**src/rtl/mdu_issue_queue_pkg.sv**
```systemverilog
// Shared types and constants for the MDU issue queue: the queued micro-op
// record, default geometry, and the wakeup-merge helper.
package mdu_issue_queue_pkg;

  localparam int MDU_IQ_DEPTH = 4;
  localparam int PRF_W        = 6;
  localparam int ROB_W        = 5;

  typedef enum logic [3:0] {
    MDU_MUL    = 4'd0,
    MDU_MULH   = 4'd1,
    MDU_MULHSU = 4'd2,
    MDU_MULHU  = 4'd3,
    MDU_DIV    = 4'd4,
    MDU_DIVU   = 4'd5,
    MDU_REM    = 4'd6,
    MDU_REMU   = 4'd7
  } mdu_op_e;

  typedef struct packed {
    mdu_op_e          op;
    logic [ROB_W-1:0] rob_id;
    logic [PRF_W-1:0] dst_prf;
    logic [PRF_W-1:0] src0_prf;
    logic             src0_rdy;
    logic [PRF_W-1:0] src1_prf;
    logic             src1_rdy;
  } MDU_Queue_Meta;

  // Ready bits are sticky: a hit only ever sets them.
  function automatic MDU_Queue_Meta mdu_meta_wake(MDU_Queue_Meta m, logic hit0, logic hit1);
    MDU_Queue_Meta r;
    r          = m;
    r.src0_rdy = m.src0_rdy | hit0;
    r.src1_rdy = m.src1_rdy | hit1;
    return r;
  endfunction

endpackage

```
**src/rtl/mdu_issue_queue_if.sv**
```systemverilog
// Dispatch-write, wakeup and issue signals of the MDU issue queue.
// master = dispatch/MDU side, slave = the queue.
interface mdu_issue_queue_if #(
  parameter int WAKE_N = 2,
  parameter int PRF_W  = mdu_issue_queue_pkg::PRF_W
) ();

  logic                             rs_mdu_wen_0;
  mdu_issue_queue_pkg::MDU_Queue_Meta rs_mdu_dout_0;
  logic                             rs_mdu_ready;
  logic [WAKE_N-1:0]                wake_vld;
  logic [WAKE_N-1:0][PRF_W-1:0]     wake_prf;
  logic                             mdu_busy;
  logic                             issue_vld;
  mdu_issue_queue_pkg::MDU_Queue_Meta issue_op;

  modport master (
    output rs_mdu_wen_0, rs_mdu_dout_0, wake_vld, wake_prf, mdu_busy,
    input  rs_mdu_ready, issue_vld, issue_op
  );

  modport slave (
    input  rs_mdu_wen_0, rs_mdu_dout_0, wake_vld, wake_prf, mdu_busy,
    output rs_mdu_ready, issue_vld, issue_op
  );

endinterface

```
**src/rtl/mdu_iq_wakeup_cmp.sv**
```systemverilog
// Matches one physical register index against every wakeup broadcast port.
module mdu_iq_wakeup_cmp #(
  parameter int WAKE_N = 2,
  parameter int PRF_W  = 6
) (
  input  logic [PRF_W-1:0]             prf_i,
  input  logic [WAKE_N-1:0]            wake_vld_i,
  input  logic [WAKE_N-1:0][PRF_W-1:0] wake_prf_i,
  output logic                         hit_o
);

  always_comb begin
    hit_o = 1'b0;
    for (int k = 0; k < WAKE_N; k++) begin
      if (wake_vld_i[k] && (wake_prf_i[k] == prf_i)) begin
        hit_o = 1'b1;
      end
    end
  end

endmodule

```
**src/rtl/mdu_issue_queue.sv**
```systemverilog
// In-order MDU issue queue: circular buffer with wakeup tracking and oldest-first issue.
// Optional MDU_IQ_WAKEUP_BYPASS_EN lets the head issue in the same cycle it is woken.
module mdu_issue_queue
  import mdu_issue_queue_pkg::MDU_Queue_Meta;
  import mdu_issue_queue_pkg::mdu_meta_wake;
#(
  parameter int DEPTH  = mdu_issue_queue_pkg::MDU_IQ_DEPTH,
  parameter int PRF_W  = mdu_issue_queue_pkg::PRF_W,
  parameter int WAKE_N = 2
) (
  input  logic               clk,
  input  logic               rst,
  input  logic               flush,
  mdu_issue_queue_if.slave   iq
);

  localparam int PTR_W = $clog2(DEPTH);
  localparam int CNT_W = PTR_W + 1;

  logic [PTR_W-1:0] head_q, head_d;
  logic [PTR_W-1:0] tail_q, tail_d;
  logic [CNT_W-1:0] count_q, count_d;
  MDU_Queue_Meta    ent_q [DEPTH];
  MDU_Queue_Meta    ent_d [DEPTH];
  logic             issue_vld_q, issue_vld_d;
  MDU_Queue_Meta    issue_op_q, issue_op_d;

  logic [DEPTH-1:0] hit0, hit1;
  logic             wr_hit0, wr_hit1;
  logic             full, wr_en, issue_go;
  logic             head_rdy0, head_rdy1;
  MDU_Queue_Meta    head_ent;

  for (genvar i = 0; i < DEPTH; i++) begin : g_ent_cmp
    mdu_iq_wakeup_cmp #(.WAKE_N(WAKE_N), .PRF_W(PRF_W)) u_cmp_src0 (
      .prf_i      (ent_q[i].src0_prf),
      .wake_vld_i (iq.wake_vld),
      .wake_prf_i (iq.wake_prf),
      .hit_o      (hit0[i])
    );
    mdu_iq_wakeup_cmp #(.WAKE_N(WAKE_N), .PRF_W(PRF_W)) u_cmp_src1 (
      .prf_i      (ent_q[i].src1_prf),
      .wake_vld_i (iq.wake_vld),
      .wake_prf_i (iq.wake_prf),
      .hit_o      (hit1[i])
    );
  end

  // The incoming op is compared too, so a broadcast in its write cycle is not missed.
  mdu_iq_wakeup_cmp #(.WAKE_N(WAKE_N), .PRF_W(PRF_W)) u_cmp_wr_src0 (
    .prf_i      (iq.rs_mdu_dout_0.src0_prf),
    .wake_vld_i (iq.wake_vld),
    .wake_prf_i (iq.wake_prf),
    .hit_o      (wr_hit0)
  );
  mdu_iq_wakeup_cmp #(.WAKE_N(WAKE_N), .PRF_W(PRF_W)) u_cmp_wr_src1 (
    .prf_i      (iq.rs_mdu_dout_0.src1_prf),
    .wake_vld_i (iq.wake_vld),
    .wake_prf_i (iq.wake_prf),
    .hit_o      (wr_hit1)
  );

  assign full            = (count_q == CNT_W'(DEPTH));
  assign iq.rs_mdu_ready = !full;
  assign wr_en           = iq.rs_mdu_wen_0 && !full;
  assign head_ent        = ent_q[head_q];

`ifdef MDU_IQ_WAKEUP_BYPASS_EN
  assign head_rdy0 = head_ent.src0_rdy | hit0[head_q];
  assign head_rdy1 = head_ent.src1_rdy | hit1[head_q];
`else
  assign head_rdy0 = head_ent.src0_rdy;
  assign head_rdy1 = head_ent.src1_rdy;
`endif

  assign issue_go = (count_q != '0) && head_rdy0 && head_rdy1 && !iq.mdu_busy;

  always_comb begin
    ent_d       = ent_q;
    head_d      = head_q;
    tail_d      = tail_q;
    count_d     = count_q;
    issue_vld_d = 1'b0;
    issue_op_d  = issue_op_q;

    if (flush) begin
      head_d  = '0;
      tail_d  = '0;
      count_d = '0;
    end else begin
      // Stale slots may also pick up ready bits; a write overwrites them before use.
      for (int i = 0; i < DEPTH; i++) begin
        ent_d[i] = mdu_meta_wake(ent_q[i], hit0[i], hit1[i]);
      end

      if (wr_en) begin
        ent_d[tail_q] = mdu_meta_wake(iq.rs_mdu_dout_0, wr_hit0, wr_hit1);
        tail_d        = tail_q + 1'b1;
      end

      if (issue_go) begin
        issue_vld_d         = 1'b1;
        issue_op_d          = head_ent;
        issue_op_d.src0_rdy = 1'b1;
        issue_op_d.src1_rdy = 1'b1;
        head_d              = head_q + 1'b1;
      end

      case ({wr_en, issue_go})
        2'b10:   count_d = count_q + 1'b1;
        2'b01:   count_d = count_q - 1'b1;
        default: count_d = count_q;
      endcase
    end
  end

  always_ff @(posedge clk or negedge rst) begin
    if (!rst) begin
      head_q      <= '0;
      tail_q      <= '0;
      count_q     <= '0;
      issue_vld_q <= 1'b0;
      issue_op_q  <= '0;
      for (int i = 0; i < DEPTH; i++) begin
        ent_q[i] <= '0;
      end
    end else begin
      head_q      <= head_d;
      tail_q      <= tail_d;
      count_q     <= count_d;
      issue_vld_q <= issue_vld_d;
      issue_op_q  <= issue_op_d;
      for (int i = 0; i < DEPTH; i++) begin
        ent_q[i] <= ent_d[i];
      end
    end
  end

  assign iq.issue_vld = issue_vld_q;
  assign iq.issue_op  = issue_op_q;

  // Dispatch must never write while the queue reports no free slot.
  a_no_write_when_full: assert property (
    @(posedge clk) disable iff (!rst) !(iq.rs_mdu_wen_0 && full)
  );

endmodule

```
**src/flat_wrapper.sv**
```systemverilog
// flat-port wrapper written by rule: the top's interface ports become plain ports
module mdu_issue_queue_flat import mdu_issue_queue_pkg::MDU_Queue_Meta; import mdu_issue_queue_pkg::mdu_meta_wake;
#(
  parameter int DEPTH  = mdu_issue_queue_pkg::MDU_IQ_DEPTH,
  parameter int PRF_W  = mdu_issue_queue_pkg::PRF_W,
  parameter int WAKE_N = 2
)
  (clk, rst, flush, iq_rs_mdu_wen_0, iq_rs_mdu_dout_0, iq_wake_vld, iq_wake_prf, iq_mdu_busy, iq_rs_mdu_ready, iq_issue_vld, iq_issue_op);
  mdu_issue_queue_if #(.WAKE_N(WAKE_N), .PRF_W(PRF_W)) iq_i ();
  input  logic clk;
  input  logic rst;
  input  logic flush;
  input wire logic [$bits(iq_i.rs_mdu_wen_0)-1:0] iq_rs_mdu_wen_0;
  input wire logic [$bits(iq_i.rs_mdu_dout_0)-1:0] iq_rs_mdu_dout_0;
  input wire logic [$bits(iq_i.wake_vld)-1:0] iq_wake_vld;
  input wire logic [$bits(iq_i.wake_prf)-1:0] iq_wake_prf;
  input wire logic [$bits(iq_i.mdu_busy)-1:0] iq_mdu_busy;
  output wire logic [$bits(iq_i.rs_mdu_ready)-1:0] iq_rs_mdu_ready;
  output wire logic [$bits(iq_i.issue_vld)-1:0] iq_issue_vld;
  output wire logic [$bits(iq_i.issue_op)-1:0] iq_issue_op;
  assign iq_i.rs_mdu_wen_0 = iq_rs_mdu_wen_0;
  assign iq_i.rs_mdu_dout_0 = iq_rs_mdu_dout_0;
  assign iq_i.wake_vld = iq_wake_vld;
  assign iq_i.wake_prf = iq_wake_prf;
  assign iq_i.mdu_busy = iq_mdu_busy;
  assign iq_rs_mdu_ready = iq_i.rs_mdu_ready;
  assign iq_issue_vld = iq_i.issue_vld;
  assign iq_issue_op = iq_i.issue_op;
  mdu_issue_queue #(.DEPTH(DEPTH), .PRF_W(PRF_W), .WAKE_N(WAKE_N)) u_core (.clk(clk), .rst(rst), .flush(flush), .iq(iq_i));
endmodule
```
**config.mk**
```make
export PLATFORM = sky130hd
export DESIGN_NAME = mdu_issue_queue_flat
export DESIGN_NICKNAME = d
export VERILOG_FILES = /design/src/rtl/mdu_issue_queue_pkg.sv /design/src/rtl/mdu_issue_queue_if.sv /design/src/rtl/mdu_iq_wakeup_cmp.sv /design/src/rtl/mdu_issue_queue.sv /design/src/flat_wrapper.sv
export SDC_FILE = /design/constraint.sdc
export NUM_CORES = 1
export LEC_CHECK = 0
export ABC_CLOCK_PERIOD_IN_PS = 3350
export BUFFER_PORTS_ARGS = -buffer_cell sky130_fd_sc_hd__clkbuf_2
export CORE_MARGIN = 5
export CORE_UTILIZATION = 60
export CTS_BUF_LIST = sky130_fd_sc_hd__clkbuf_2
export DETAILED_ROUTE_END_ITERATION = 16
export PLACE_DENSITY = 0.83
export SLEW_MARGIN = 5
export SYNTH_ARGS = -nofsm -noshare
export SYNTH_HDL_FRONTEND = slang
export SYNTH_HIERARCHICAL = 1
export SYNTH_SLANG_ARGS = --single-unit
```
**constraint.sdc**
```tcl
create_clock -name clk -period 3.35 [get_ports clk]
set_input_delay 0.5025 -clock clk [delete_from_list [all_inputs] [get_ports clk]]
set_output_delay 0.5025 -clock clk [all_outputs]
set_load 0.005 [all_outputs]
```
* Word level (Yosys, flattened, before mapping)
Index checks and enable logic that the tools add are counted.
Storage, ports and cells: input port bits 48, flip-flop bits (word level) 152, memories kept 0, latch bits 0, output and inout bits 31, memory bits (read-only) 0, word-level logic and storage cells 149, memory bits (writable) 0
Operators by class: multiply operators 0, div/mod/pow operators 0, order comparisons 3, eq/ne operators 23, reduce and logical (&&, ||, !) cells 33, bitwise logic cells 13, shift operators 0, add/sub/neg operators 4, multiplexer cells 35
Operator list (count):
- 6-bit == test | 20
- 116-bit bitwise mux | 1
- 95-bit two-way mux | 1
- 29-bit two-way mux | 3
- 29-bit binary-select mux with 2-bit select | 1
- 29-bit demux with 2-bit select | 1
- 1-bit logical AND | 25
- 1-bit two-way mux | 22
- 1-bit OR | 10
- 2-bit two-way mux | 4
- 3-bit greater-or-equal comparator, second input constant | 2
- 2-bit inverter with 3-bit output | 2
- 3-bit case mux with 2 select lines | 1
- 3-bit nonzero test | 2
- 2-bit by 1-bit adder with 2-bit output, second input constant | 2
- 2-bit AND reduction | 2
- 2-bit nonzero test | 2
- 3-bit by 1-bit adder with 3-bit output, second input constant | 1
- 3-bit == test, second input constant | 1
- 3-bit by 1-bit < comparator with 1-bit output, second input constant | 1
- 3-bit two-way mux | 1
- 3-bit by 1-bit subtractor with 3-bit output, second input constant | 1
- 2-bit by 1-bit == test with 1-bit output, second input constant | 1
- 2-bit == test, second input constant | 1
- 2 further kinds | 3

* Longest topological paths before layout
word-level depth 10, depth in mapped cells 10, mapped depth without buffers 9

* Modules after synthesis
Netlist, hierarchy kept.
By module, submodules not included:
- mdu_issue_queue | cells an instance 421, seq. area each 3803.6 um2, area each 6687.7 um2, instances 1
- mdu_iq_wakeup_cmp | cells an instance 17, seq. area each 0.0 um2, area each 133.9 um2, instances 10

* Least setup slack after synthesis
OpenSTA, ideal clock, no wires.
path kind register to register, start reg u_core.head_q[0], end reg u_core.count_q[2], required time 3214 ps, stages on the path, launching flop included 10, path buffers 1, path slack 1206 ps, setup time 136 ps, arrival 2008 ps, period minus slack after synthesis 2144 ps, path through dfrtp_1 buf_6 a211oi_1 a2111oi_4 nand3_1 inv_1 fa_1 nor4_2 o21a_1 nor3_1
Between the ends: cells in the longest elaborated chain, start to end 10, elaborated cells between the ends (all ways) 12, classes of those cells 2 x eq/ne; 5 x mux; 1 x bitwise; 4 x reduce/logical
Ends and longest elaborated chain:
- from (decl) | line mdu_issue_queue.sv:20 | logic [PTR_W-1:0] head_q, head_d;
- from (signal assigned) | line mdu_issue_queue.sv:119 | head_q <= '0;
- from (signal assigned) | line mdu_issue_queue.sv:128 | head_q <= head_d;
- 2-bit inverter with 3-bit output (not written as such) * | line mdu_issue_queue.sv:66 | assign head_ent = ent_q[head_q];
- 29-bit binary-select mux with 2-bit select * | line mdu_issue_queue.sv:66
- 29-bit two-way mux (not written as such) * (2 in series) | line mdu_issue_queue.sv:66
- 1-bit logical AND | line mdu_issue_queue.sv:76 | assign issue_go = (count_q != '0) && head_rdy0 && head_rdy1 && !iq.mdu_busy;
- 1-bit logical AND * (2 in series) | line mdu_issue_queue.sv:76
- 2-bit by 1-bit == test with 1-bit output / 2-bit == test (equally long branches) | line mdu_issue_queue.sv:109 | case ({wr_en, issue_go})
- 3-bit case mux with 2 select lines | line mdu_issue_queue.sv:109
- 3-bit two-way mux | line mdu_issue_queue.sv:86 | if (flush) begin
- to (signal assigned) | line mdu_issue_queue.sv:130 | count_q <= count_d;
- to (decl) | line mdu_issue_queue.sv:22 | logic [CNT_W-1:0] count_q, count_d;
Mark *: on every way between the ends. The rest lies on a longest branch, timed or not. The select of a mux whose other input is x is not followed. A chain may end at the register's enable or synchronous reset.

* Worst setup path after layout
start reg u_core.head_q[1], end reg u_core.count_q[2]
The elaborated chain is that of the path after synthesis.

==> impl_metrics.prom <==
# TYPE chip_impl_metric gauge
chip_impl_metric{name="ys_types",unit=""} 40
chip_impl_metric{name="maxSlewViolCount",unit=""} 0
chip_impl_metric{name="final-hold-violation-count",unit=""} 0
chip_impl_metric{name="maximum_number_of_pins_on_one_net_before_global_route_repair",unit=""} 64
chip_impl_metric{name="grt_pass1_wl",unit="um"} 30300
chip_impl_metric{name="critical_path_required",unit="ps"} 4040
chip_impl_metric{name="fp.dieArea",unit="um^2"} 15800
chip_impl_info{name="cp-end-kind",value="flip-flop"} 1
chip_impl_metric{name="power_density_cells",unit="nW/um^2"} 726
chip_impl_info{name="run_status",value="finished, final reports clean"} 1
chip_impl_metric{name="layout.core_utilization",unit=""} 0.676
chip_impl_metric{name="critical_path.n_buffers_inverters",unit=""} 1
chip_impl_metric{name="core_region_area",unit="um^2"} 13200
chip_impl_metric{name="h-tree-depth",unit=""} 4
chip_impl_metric{name="dieHeight",unit="um"} 126
chip_impl_metric{name="cts.path.max_buffers",unit=""} 2
chip_impl_info{name="worst_path_most_repeated_cell",value="sky130_fd_sc_hd__nor3_1"} 1
chip_impl_info{name="critical_path.slowest_cell",value="sky130_fd_sc_hd__dfrtp_1"} 1
chip_impl_metric{name="synth.yosys.warnings",unit=""} 6
chip_impl_metric{name="postSynthRegisterBits",unit=""} 152
chip_impl_metric{name="ir_drop_worst_case_vdd",unit="uV"} 467
chip_impl_metric{name="worstSkewPairLatency",unit="ps"} 760
chip_impl_metric{name="cts-buffers-inserted",unit=""} 17
chip_impl_metric{name="setup-tns-final",unit="ps"} 0
chip_impl_metric{name="detail_route.wl_per_cell",unit="um"} 20.8
chip_impl_metric{name="grt.total_usage",unit=""} 0.242
chip_impl_metric{name="synth_edf_count",unit=""} 0
chip_impl_metric{name="regToRegSetupSlack",unit="ps"} 750
chip_impl_info{name="timing_worst_setup_path_type",value="reg2reg"} 1
chip_impl_metric{name="syn_avg_cell_area",unit="um^2"} 13.6
chip_impl_metric{name="detailed_place.area",unit="um^2"} 8550
chip_impl_metric{name="syn-instance-count",unit=""} 591
chip_impl_metric{name="power.leakage",unit="nW"} 3.70
chip_impl_metric{name="floorplan.io_pins",unit=""} 79
chip_impl_metric{name="drt-total-wl",unit="um"} 18200
chip_impl_info{name="worstPathCellList",value="a211oi_1 > a2111oi_4 > nand3_1 > inv_1 > fa_1 > nor4_2 > nor3_1 > nor3_1"} 1
chip_impl_info{name="min-delay-path-class",value="in2reg"} 1
chip_impl_metric{name="area_growth_syn_to_layout",unit="%"} 11.0
chip_impl_metric{name="drt_first_iter_violations",unit=""} 323
chip_impl_metric{name="proportion_of_synthesized_chip_area_in_sequential_cells",unit=""} 0.474
chip_impl_metric{name="path_clk_slew",unit="ps"} 260
chip_impl_metric{name="synth_nets",unit=""} 644
chip_impl_metric{name="antennaDiodeCount",unit=""} 0
chip_impl_info{name="crit_family",value="simple AND/OR/NAND/NOR gates"} 1
chip_impl_metric{name="async_reset_ff_frac",unit=""} 1.00
chip_impl_metric{name="vias_cell",unit=""} 6.07
chip_impl_metric{name="grt_pass1_vias",unit=""} 5643
chip_impl_metric{name="post_synth_instance_area",unit="um^2"} 8030
chip_impl_info{name="root_buffer",value="sky130_fd_sc_hd__clkbuf_2"} 1
chip_impl_metric{name="final_period_demand_of_the_worst_path",unit="ps"} 2600
chip_impl_metric{name="whs",unit="ps"} 78.6
chip_impl_metric{name="drt_drc_violations_left",unit=""} 0
chip_impl_metric{name="detail_route.first_pass.iterations",unit=""} 5
chip_impl_info{name="most_frequent_cells_in_the_layout",value="sky130_fd_sc_hd__dfrtp_1 (151), sky130_fd_sc_hd__mux2_2 (127), sky130_fd_sc_hd__xnor2_1 (121), sky130_fd_sc_hd__clkbuf_2 (94), sky130_fd_sc_hd__mux4_2 (27)"} 1
chip_impl_metric{name="initial_core_util",unit=""} 0.609
chip_impl_metric{name="max_freq",unit="MHz"} 385
chip_impl_metric{name="clkSinkCount",unit=""} 152
chip_impl_metric{name="finClkSkew",unit="ps"} 37.5
chip_impl_metric{name="grt_antenna_before_repair",unit=""} 0
chip_impl_info{name="startpoint_type",value="flip-flop"} 1
chip_impl_metric{name="layout-drive-gt1-share",unit=""} 0.412
chip_impl_metric{name="finish.net_count",unit=""} 739
chip_impl_metric{name="dp_slack",unit="ps"} 831
chip_impl_metric{name="finish.instance_area",unit="um^2"} 8910
chip_impl_info{name="final_common_cell",value="sky130_fd_sc_hd__dfrtp_1"} 1
chip_impl_metric{name="num_vias",unit=""} 5313
chip_impl_info{name="cts_tree",value="built"} 1
chip_impl_metric{name="post-route-period-util",unit=""} 0.776
chip_impl_metric{name="die_w",unit="um"} 126
chip_impl_info{name="grt_setup_unrepaired",value="no"} 1
chip_impl_metric{name="core.rowCount",unit=""} 42
chip_impl_metric{name="numPortBuffers",unit=""} 78
chip_impl_metric{name="antenna_left",unit=""} 0
chip_impl_metric{name="grt_remaining_overflow",unit=""} 0
chip_impl_metric{name="worst_path_largest_cell_delay",unit="ps"} 630
chip_impl_metric{name="timing.critical_path.arrival",unit="ps"} 3280
chip_impl_metric{name="layout_setup_ws",unit="ps"} 751
chip_impl_metric{name="final_setup_violation_count",unit=""} 0
chip_impl_metric{name="worstPathMaxFanout",unit=""} 12
chip_impl_metric{name="max_cap_viol_count",unit=""} 0
chip_impl_info{name="dominantRegCellSynth",value="sky130_fd_sc_hd__dfrtp_1"} 1
chip_impl_metric{name="tightestPinTransition",unit="ps"} 862
chip_impl_metric{name="detailedPlacementHpwl",unit="um"} 12300
chip_impl_metric{name="routabilityCongestion",unit=""} 0.907
chip_impl_metric{name="worst_slew_margin_rel",unit=""} 0.424
==> through the flow <==
| step | std cells | power (W) |
|---|---|---|
| after floorplan | 591 | 0.00483 |
| after global placement | 827 | 0.00540 |
| after detailed placement | 827 | 0.00558 |
| after CTS | 875 | 0.00651 |
| after global routing | 875 | 0.00688 |
| final | 875 | 0.00647 |
==> routing by layer <==
layer	GRT usage	vias to the layer above	wire, um
met5	0	-	0
met4	0.0867	0	446
met3	0.0517	38	992
met2	0.404	170	9330
met1	0.314	2767	7430
li1	-	2338	-
==> flip-flops by register name, summed over array words and instances (netlist names) <==
| signal | flops |
|---|---|
| u_core/ent_q | 116 |
| u_core/iq.issue_op | 28 |
| u_core/count_q | 3 |
| u_core/head_q | 2 |
| u_core/iq.issue_vld | 1 |
| u_core/tail_q | 2 |
==> cells by family after synthesis <==
| group | synth area share |
|---|---|
| muxes | 0.269 |
| and+or+nand+nor | 0.0566 |
| AOI/OAI and AO/OA | 0.0357 |
| DFF | 0.474 |
| adders and majority gates | 0.00873 |
| buffers and inverters | 0.0220 |
| xor gates and xnor gates | 0.134 |
==> layout make-up <==
| type | instances | area (um^2) |
|---|---|---|
| inverter | 4 | 15.0 |
| sequential | 152 | 3800 |
| timing repair buffer | 99 | 619 |
| tap | 176 | 220 |
| clock inverter | 15 | 116 |
| clock buffer | 17 | 85.1 |
| multi-input combinational | 412 | 4050 |
| fill | 964 | 4280 |
==> where the power goes <==
group | switching [W] | total (W) | internal (W)
clock | 0.000706 | 0.000916 | 0.000210
combinational | 0.000880 | 0.00233 | 0.00145
sequential | 0.000643 | 0.00322 | 0.00258
==> path summary, 6_finish.rpt <==
kind	to	cells after the start	from
setup / recovery	u_core/count_q[2]	8	u_core/head_q[1]
hold / removal	u_core/ent_q[60]	2	iq_rs_mdu_dout_0[2]
setup reg to reg	u_core/count_q[2]	8	u_core/head_q[1]
hold reg to reg	u_core/ent_q[0]	1	u_core/ent_q[0]
max in group asynchronous	u_core/ent_q[21]	3	rst
min in group asynchronous	u_core/ent_q[39]	2	rst
==> cell usage after synthesis, types with 2 or more instances <==
cell type	count	share of area
sky130_fd_sc_hd__dfrtp_1	152	0.47
sky130_fd_sc_hd__mux2_2	127	0.18
sky130_fd_sc_hd__xnor2_1	121	0.13
sky130_fd_sc_hd__mux4_2	27	0.076
sky130_fd_sc_hd__nand3_1	24	0.015
sky130_fd_sc_hd__nand4_1	20	0.016
sky130_fd_sc_hd__a21oi_1	11	0.0069
sky130_fd_sc_hd__nor2_1	11	0.0051
sky130_fd_sc_hd__buf_4	10	0.0094
sky130_fd_sc_hd__o22ai_1	10	0.0078
sky130_fd_sc_hd__nand2_1	9	0.0042
sky130_fd_sc_hd__mux2_4	8	0.015
sky130_fd_sc_hd__o22a_1	8	0.0087
sky130_fd_sc_hd__buf_2	5	0.0031
sky130_fd_sc_hd__nand2_2	5	0.0039
sky130_fd_sc_hd__clkbuf_1	4	0.0019
sky130_fd_sc_hd__ha_1	4	0.0062
sky130_fd_sc_hd__inv_1	4	0.0019
sky130_fd_sc_hd__nor3_1	3	0.0019
sky130_fd_sc_hd__o21a_1	3	0.0028
sky130_fd_sc_hd__and3_1	2	0.0016
sky130_fd_sc_hd__buf_6	2	0.0028
sky130_fd_sc_hd__nor2_2	2	0.0016
sky130_fd_sc_hd__or3_1	2	0.0016
sky130_fd_sc_hd__xor2_1	2	0.0022
==> timing repair <==
| action | in CTS | in global routing |
|---|---|---|
| hold buffers | 16 | 0 |
| setup endpoints to repair | 0 | 0 |
| setup buffers | 0 | 0 |
| resized for setup | 0 | 0 |
| endpoints found under the hold margin | 111 | 0 |
Power figures use the tool's default switching activity.
